### src/rtl/stepmania_pkg.sv
// stepmania_pkg: types and constants shared by the chart sequencer and the
// arrow scroller.
//   seq_state_t    - chart sequencer FSM states
//   CHART_LANE_*   - location of the 4-lane note mask inside a chart ROM word
//   CHART_END_BIT  - end-of-chart marker bit inside a chart ROM word
//   NUM_LANES      - number of arrow lanes on the playfield
package stepmania_pkg;

  localparam int NUM_LANES      = 4;
  localparam int CHART_LANE_LSB = 0;
  localparam int CHART_LANE_W   = 4;
  localparam int CHART_END_BIT  = 4;

  typedef enum logic [2:0] {
    IDLE,
    FETCH,
    LOAD,
    WAIT,
    DONE
  } seq_state_t;

  // A beat period of zero frames is meaningless; treat it as one frame.
  function automatic logic [7:0] beat_period(input logic [7:0] frames_per_row);
    return (frames_per_row == 8'd0) ? 8'd1 : frames_per_row;
  endfunction

endpackage

### src/rtl/frame_edge.sv
// frame_edge: registered rising-edge detector for the vertical-sync tick.
// Shared by the chart sequencer and the scroller so both see the same
// single-cycle frame_rise.
//   Clk        in  - system clock
//   reset_n    in  - asynchronous active-low reset
//   frame_clk  in  - frame tick, synchronous to Clk
//   frame_rise out - high for the one cycle in which frame_clk is first seen high
module frame_edge (
  input  logic Clk,
  input  logic reset_n,
  input  logic frame_clk,
  output logic frame_rise
);

  logic frame_clk_q;

  always_ff @(posedge Clk or negedge reset_n) begin
    if (!reset_n) begin
      frame_clk_q <= 1'b0;
    end else begin
      frame_clk_q <= frame_clk;
    end
  end

  assign frame_rise = frame_clk & ~frame_clk_q;

endmodule

### src/rtl/chart_sequencer.sv
// chart_sequencer: step-chart playback engine feeding the arrow scroller.
// Walks a synchronous chart ROM one row per beat (P frames) and presents each
// row's lane mask on display_signal for exactly one frame.
//   Clk, reset_n           - clock, asynchronous active-low reset
//   frame_clk              - frame tick (edge-detected internally)
//   start / stop           - one-cycle playback control pulses (stop dominates)
//   frames_per_row         - beat period in frames, latched on start (0 => 1)
//   rom_addr / rom_data    - chart ROM port, 1-cycle read latency
//   display_signal         - lane spawn mask, changes only on a frame rise
//   busy / done / row_idx  - status: playing, chart finished, last issued row
// Build option: define CHART_LOOP_EN to loop the chart on end marker or
// address wrap instead of stopping in DONE.
module chart_sequencer
  import stepmania_pkg::*;
#(
  parameter int ROW_AW = 8
) (
  input  logic                 Clk,
  input  logic                 reset_n,
  input  logic                 frame_clk,
  input  logic                 start,
  input  logic                 stop,
  input  logic [7:0]           frames_per_row,
  output logic [ROW_AW-1:0]    rom_addr,
  input  logic [7:0]           rom_data,
  output logic [NUM_LANES-1:0] display_signal,
  output logic                 busy,
  output logic                 done,
  output logic [ROW_AW-1:0]    row_idx
);

  logic frame_rise;

  frame_edge u_frame_edge (
    .Clk        (Clk),
    .reset_n    (reset_n),
    .frame_clk  (frame_clk),
    .frame_rise (frame_rise)
  );

  seq_state_t               state_q,     state_d;
  logic [ROW_AW-1:0]        addr_q,      addr_d;
  logic [7:0]               frame_cnt_q, frame_cnt_d;
  logic [7:0]               period_q,    period_d;
  logic [CHART_LANE_W-1:0]  row_buf_q,   row_buf_d;
  logic [NUM_LANES-1:0]     display_q,   display_d;
  logic [ROW_AW-1:0]        row_idx_q,   row_idx_d;
  logic                     done_q,      done_d;
  logic                     busy_q,      busy_d;

  // Bits above the end marker carry no meaning for playback.
  logic unused_rom_bits;
  assign unused_rom_bits = ^rom_data[7:CHART_END_BIT+1];

  always_comb begin
    // NOTE: every next-state signal gets a hold default first so no path
    // through the case leaves it unassigned (which would infer a latch).
    state_d     = state_q;
    addr_d      = addr_q;
    frame_cnt_d = frame_cnt_q;
    period_d    = period_q;
    row_buf_d   = row_buf_q;
    display_d   = display_q;
    row_idx_d   = row_idx_q;
    done_d      = done_q;

    // A mask is held for one frame; an issue on the same rise overrides this.
    if (frame_rise) begin
      display_d = '0;
    end

    if (frame_rise && (state_q inside {FETCH, LOAD, WAIT})) begin
      frame_cnt_d = frame_cnt_q + 8'd1;
    end

    case (state_q)
      FETCH: state_d = LOAD;

      LOAD: begin
        row_buf_d = rom_data[CHART_LANE_LSB +: CHART_LANE_W];
        if (rom_data[CHART_END_BIT]) begin
`ifdef CHART_LOOP_EN
          // Beat counting continues, so row 0 follows without an extra beat.
          addr_d  = '0;
          state_d = FETCH;
`else
          state_d = DONE;
          done_d  = 1'b1;
`endif
        end else begin
          state_d = WAIT;
        end
      end

      WAIT: begin
        // >= rather than == keeps playback moving if a rise landed in
        // FETCH/LOAD right after start and pushed the count past P-1.
        if (frame_rise && (frame_cnt_q >= period_q - 8'd1)) begin
          display_d   = row_buf_q;
          row_idx_d   = addr_q;
          frame_cnt_d = '0;
          addr_d      = addr_q + 1'b1;  // wraps to 0 after the last row
          state_d     = FETCH;
`ifndef CHART_LOOP_EN
          if (addr_q == '1) begin
            state_d = DONE;
            done_d  = 1'b1;
          end
`endif
        end
      end

      default: ;
    endcase

    if (start) begin
      state_d     = FETCH;
      addr_d      = '0;
      frame_cnt_d = '0;
      row_idx_d   = '0;
      period_d    = beat_period(frames_per_row);
      display_d   = '0;
      done_d      = 1'b0;
    end

    // stop is applied last so it wins over start and over an issue.
    if (stop) begin
      state_d   = IDLE;
      display_d = '0;
      done_d    = 1'b0;
    end

    busy_d = (state_d inside {FETCH, LOAD, WAIT});
  end

  always_ff @(posedge Clk or negedge reset_n) begin
    if (!reset_n) begin
      state_q     <= IDLE;
      addr_q      <= '0;
      frame_cnt_q <= '0;
      period_q    <= '0;
      row_buf_q   <= '0;
      display_q   <= '0;
      row_idx_q   <= '0;
      done_q      <= 1'b0;
      busy_q      <= 1'b0;
    end else begin
      // NOTE: non-blocking assignments so every register samples the
      // pre-edge values computed above, independent of statement order.
      state_q     <= state_d;
      addr_q      <= addr_d;
      frame_cnt_q <= frame_cnt_d;
      period_q    <= period_d;
      row_buf_q   <= row_buf_d;
      display_q   <= display_d;
      row_idx_q   <= row_idx_d;
      done_q      <= done_d;
      busy_q      <= busy_d;
    end
  end

  assign rom_addr       = addr_q;
  assign display_signal = display_q;
  assign row_idx        = row_idx_q;
  assign done           = done_q;
  assign busy           = busy_q;

endmodule

### config.mk
export PLATFORM = sky130hd
export DESIGN_NAME = chart_sequencer
export DESIGN_NICKNAME = d
export VERILOG_FILES = /design/src/rtl/stepmania_pkg.sv /design/src/rtl/frame_edge.sv /design/src/rtl/chart_sequencer.sv
export SDC_FILE = /design/constraint.sdc
export NUM_CORES = 1
export LEC_CHECK = 0
export ABC_AREA = 1
export CAP_MARGIN = 15
export CELL_PAD_IN_SITES_DETAIL_PLACEMENT = 2
export CELL_PAD_IN_SITES_GLOBAL_PLACEMENT = 2
export CORE_MARGIN = 2
export CORE_UTILIZATION = 29
export CTS_BUF_LIST = sky130_fd_sc_hd__clkbuf_8
export DETAILED_ROUTE_END_ITERATION = 8
export HOLD_SLACK_MARGIN = 0.06
export PLACE_DENSITY = 0.77
export SLEW_MARGIN = 0
export SYNTH_ARGS = -nofsm -noshare
export SYNTH_HDL_FRONTEND = slang
export SYNTH_SLANG_ARGS = --single-unit
### constraint.sdc
create_clock -name Clk -period 2.3 [get_ports Clk]
set_input_delay 0.345 -clock Clk [delete_from_list [all_inputs] [get_ports Clk]]
set_output_delay 0.345 -clock Clk [all_outputs]
set_load 0.01 [all_outputs]
Word level (Yosys, flattened, before mapping)
Index checks and enable logic that the tools add are counted.

word-level totals
  register bits after elaboration = 46
  bits of input ports = 21
  output and inout bits = 22
  logic and storage cells = 64

cells by class
  add/subtract/negate cells = 3
  $lt $le $gt $ge = 1
  equality and inequality tests = 10
  multiplexer cells = 28
  bitwise gates (word level) = 2
  reductions and logical operators = 10

operators by type and width
  kind                                                                      number
  8-bit two-way mux                                                         11
  4-bit two-way mux                                                         5
  8-bit by 1-bit adder with 8-bit output (second input constant)            2
  3-bit two-way mux                                                         5
  3-bit by 2-bit equality test with 1-bit output (second input constant)    4
  3-bit case mux with 3 select lines                                        1
  8-bit equality test (second input constant)                               1
  8-bit >= comparator                                                       1
  8-bit logical NOT                                                         1
  4-bit by 3-bit inequality test with 1-bit output (second input constant)  2
  8-bit by 1-bit subtractor with 8-bit output (second input constant)       1
  3-bit by 1-bit equality test with 1-bit output (second input constant)    2
  3-bit nonzero test                                                        2
  1-bit two-way mux                                                         5
  4-bit inequality test (second input constant)                             1
  4-bit AND reduction                                                       1
  2-bit nonzero test                                                        2
  4-bit nonzero test                                                        1
  1-bit logical AND                                                         2
  1-bit case mux with 2 select lines                                        1
  2-bit AND reduction                                                       1
  1-bit bitwise AND                                                         1
  1-bit inverter                                                            1

Logic depth before layout (Yosys ltp)
  depth in word-level cells = 9
  mapped depth = 17
  gate-level depth less buffers = 16

Cells and area by module
Synthesis repeated with hierarchy kept, for this count alone.

second synthesis, totals
  cell total of the unflattened synthesis = 287
  area, all modules = 2386.0 um^2

modules (own cells, without submodules)
  module           times used  cells each  area an instance (um^2)  sequential area each (um^2)
  chart_sequencer  1           284         2351.0                   1126.1
  frame_edge       1           3           35.0                     25.0

Worst setup path after synthesis
No wires, ideal clock.

  path type = reg2reg
  from = register period_q[0]
  to = register addr_q[5], in the netlist rom_addr[5]
  library setup time = 0.126 ns
  arrival = 2.188 ns
  data required time = 2.174 ns
  setup slack = -0.014 ns
  cell stages (with the launch flop) = 17
  path buffers = 1
  clock period less this slack = 2.314 ns
  path through = dfrtp_1 > inv_1 > ha_1 > nand2_1 > nor3_1 > xor2_1 > inv_1 > ha_1 > nand2_1 > o21a_1 > nand2_2 > nand3_4 > nand2_4 > inv_4 > buf_6 > nand2_1 > o31ai_1

between the ends
  word-level cells in the longest chain between the ends = 5

ends and longest elaborated chain
  item                                         line                    RTL
  start, declared                              chart_sequencer.sv:44   logic [7:0] period_q, period_d;
  start signal, assigned                       chart_sequencer.sv:153  period_q <= period_d;
  8-bit by 1-bit subtractor with 8-bit output  chart_sequencer.sv:98   if (frame_rise && (frame_cnt_q >= period_q - 8'd1)) begin
  8-bit >= comparator                          chart_sequencer.sv:98
  1-bit logical AND                            chart_sequencer.sv:98
  2-bit nonzero test (no line)                 -
  2-bit AND reduction (no line)                -
  end signal, assigned                         chart_sequencer.sv:151  addr_q <= addr_d;
  end, declared                                chart_sequencer.sv:42   logic [ROW_AW-1:0] addr_q, addr_d;

No other way between the ends.
A chain may end at the register's enable or synchronous reset.

Final worst setup path
  from = register period_q[0]
  to = register display_q[0], in the netlist display_signal[0]

between the ends
  word-level cells in the longest chain between the ends = 7

ends and longest elaborated chain
  item                                         line                    RTL
  8-bit by 1-bit subtractor with 8-bit output  chart_sequencer.sv:98
  8-bit >= comparator                          chart_sequencer.sv:98
  1-bit logical AND                            chart_sequencer.sv:98
  4-bit two-way mux                            chart_sequencer.sv:98
  4-bit two-way mux                            chart_sequencer.sv:76   case (state_q)
  4-bit two-way mux                            chart_sequencer.sv:116  if (start) begin
  4-bit two-way mux                            chart_sequencer.sv:127  if (stop) begin
  named net display_d[0]                       chart_sequencer.sv:46   logic [NUM_LANES-1:0] display_q, display_d;
  end signal, assigned                         chart_sequencer.sv:155  display_q <= display_d;
  end, declared                                chart_sequencer.sv:46

The timed path passes the listed nets, and every way through them passes these cells.

==> flow_summary.json <==
{
  "synth.distinct_cells": 35,
  "slew_headroom_pct": 58.15,
  "hold_viol": 0,
  "drive_gt1_share_pct": 27.65,
  "slew_viol_final": 0,
  "synth.largest_area_cell": "dfrtp_1",
  "period_share_pct": 103.9,
  "wl_um": 6943,
  "multi_input_area_um2": 1340,
  "fin_nets": 371,
  "core_area_um2": 8134,
  "fin_skew_ns": 0.006309,
  "reg2reg_depth": 14,
  "detail_route.drc_violations": 0,
  "via_per_inst": 4.766,
  "dieWidth_um": 95.25,
  "diodes": 0,
  "critPathMaxFanout": 8,
  "ys_seq_area_share_pct": 47.67,
  "hold_buffers": 0,
  "peakVddDrop_v": 0.0003497,
  "antenna_found_initial": 0,
  "hpwlAfterDp_um": 4987,
  "async_flop_share_pct": 100.0,
  "p_leak_nw": 1.566,
  "io-pin-count": 43,
  "overflow": 0,
  "fmax_mhz": 418.5,
  "synth_top_area_share_pct": 47.67,
  "cts_tree": "done",
  "nFillCells": 876,
  "syn-cell-area_um2": 2415,
  "yosysWarningCount": 0,
  "cts_max_level": 2,
  "required_ns": 2.53,
  "violations": "negative setup slack",
  "synth_most_common_cell": "nand2_1",
  "firstDrtPassIters": 4,
  "drv_cap": 0,
  "numPortBuffers": 39,
  "criticalPathCategory": "reg -> reg",
  "postSynthCellCount": 276,
  "pwr_density_cell_nw_per_um2": 523.0,
  "finalPower_mw": 1.804,
  "netlist_top_cells_area": "dfrtp_1, nand2_1, ha_1, inv_1, xor2_1",
  "synth.avg_cell_area_um2": 8.749,
  "rsz0062_at_grt": "true",
  "cts_sinks": 46,
  "grt_max_degree": 47,
  "cp-start-kind": "flip-flop",
  "fin_crit_ns": 2.389,
  "cts-root-buf": "clkbuf_8",
  "worst_slew_pin_slew_ns": 0.6278,
  "initial_core_util_pct": 29.69,
  "drtAntennaViolNets": 0,
  "synth_seq_cells": 46,
  "die_area_um2": 9073,
  "via_count": 2121,
  "clk_pin_slew_ns": 0.09,
  "synthFlopType": "dfrtp_1",
  "grtUsageTotal_pct": 16.41,
  "seq_area_um2": 1152,
  "synth_edf_count": 0,
  "clkLatencyLatePin_ns": 0.30,
  "cts_buffer_depth": 2,
  "final.setup.worst_slack_ns": -0.08934,
  "synth_top_cells_by_count": "nand2_1, dfrtp_1, inv_1, nor2_1, a21oi_1",
  "setup_viol": 26,
  "die_h_um": 95.25,
  "rows": 33,
  "hold_path_class": "in -> async",
  "wl_per_cell_um": 15.60,
  "status": "finished with violations",
  "end_kind": "flip-flop",
  "areaGrowthSynthToFinish_pct": 42.85,
  "grt_pass1_wl_um": 11570,
  "numCtsBuffers": 5,
  "holdWs_ns": 0.1289,
  "globalplace.congestion": 0.7360,
  "grt_pass1_vias": 2393,
  "drt_iter0_markers": 54,
  "arrival_ns": 2.62,
  "synth_nets": 308
}
-- layer usage --
metal / vias to the layer above / track usage (%) / wire length (µm)
li1: 1013 / - / -
met1: 1066 / 20.63 / 3036
met2: 33 / 29.69 / 3644
met3: 9 / 2.372 / 161
met4: 0 / 3.623 / 101
met5: - / 0 / 0
-- critical path, cell delays in order, from the launching register on --
cell     delay (ns)
dfrtp_1        0.38
inv_2          0.09
buf_6          0.11
nand4_1        0.12
buf_4          0.17
xor2_1         0.14
ha_1           0.30
a21oi_1        0.07
o21a_1         0.22
nand2_4        0.11
nand3_4        0.15
inv_6          0.13
buf_12         0.15
nand2_4        0.05
a21oi_2        0.12
-- report_power, final --
group / switching [mW] / internal, mW / total (mW)
Combinational: 0.160 / 0.140 / 0.300
Clock: 0.286 / 0.317 / 0.603
Sequential: 0.0467 / 0.854 / 0.901
-- worst paths after layout --
| check | from | to | slack [ns] |
|---|---|---|---|
| min in group Clk | row_idx[5] | row_idx[5] | 0.50 |
| max | period_q[0] | display_signal[0] | -0.09 |
| min | reset_n | row_buf_q[3] | 0.13 |
| max reg2reg | period_q[0] | display_signal[0] | -0.09 |
| max in group asynchronous | reset_n | period_q[2] | 1.71 |
| min reg2reg | row_idx[5] | row_idx[5] | 0.50 |
-- layout make-up --
type	instances	area share, %
Multi-Input combinational cell	190	38.85
Inverter	35	4.171
Tap cell	105	3.808
Sequential cell	46	33.41
Clock inverter	3	1.088
Timing Repair Buffer	60	16.43
Clock buffer	5	1.995
Timing Repair inverter	1	0.2539
-- metrics by stage --
stage	setup TNS [ns]	instances	worst slack (ns)	utilization [%]	area, µm²
2_1_floorplan	0	276	0.01576	-	2420
3_3_place_gp	-1.242	433	-0.09339	37.49	3049
3_5_place_dp	-3.316	433	-0.1807	37.49	3049
4_1_cts	-3.439	444	-0.1496	40.56	3299
5_1_grt	-7.679	445	-0.2847	42.41	3450
6_report	-1.032	445	-0.08934	42.41	3450
-- cells by family (layout without fill, tap and decap cells) --
family                   Yosys count  in the layout  synth area share [%]
AO/OA/AOI/OAI                     38             38                 8.964
XOR/XNOR                          15             15                 5.441
adder cells (fa/ha/maj)           11             11                 5.699
buffers and inverters             40            104                 6.995
flip-flops                        46             46                 47.67
multiplexers                       4              4                 1.865
AND/OR/NAND/NOR                  122            122                 23.37
-- cell usage in the layout, fill, tap and decap left out, types with 9 or more instances in the layout --
cell type	instances
clkdlybuf4s50_1	38
nand2_2	11
dfrtp_1	45
nor2_1	9
inv_1	33
nand2_1	56
buf_4	18
xor2_1	9
-- timing repair --
action,in CTS,in global routing
pin swaps,20,18
cloned,1,0
endpoints found under the setup margin,32,33
resized for setup,39,35
setup buffers,2,1
-- registers in the layout (all words and copies together), names as in the netlist --
register	flops
done	1
display_signal	4
u_frame_edge.frame_clk_q	1
row_idx	8
state_q	3
busy	1
frame_cnt_q	8
row_buf_q	4
period_q	8
rom_addr	8
Note: power is estimated with default switching activity, not from simulation.
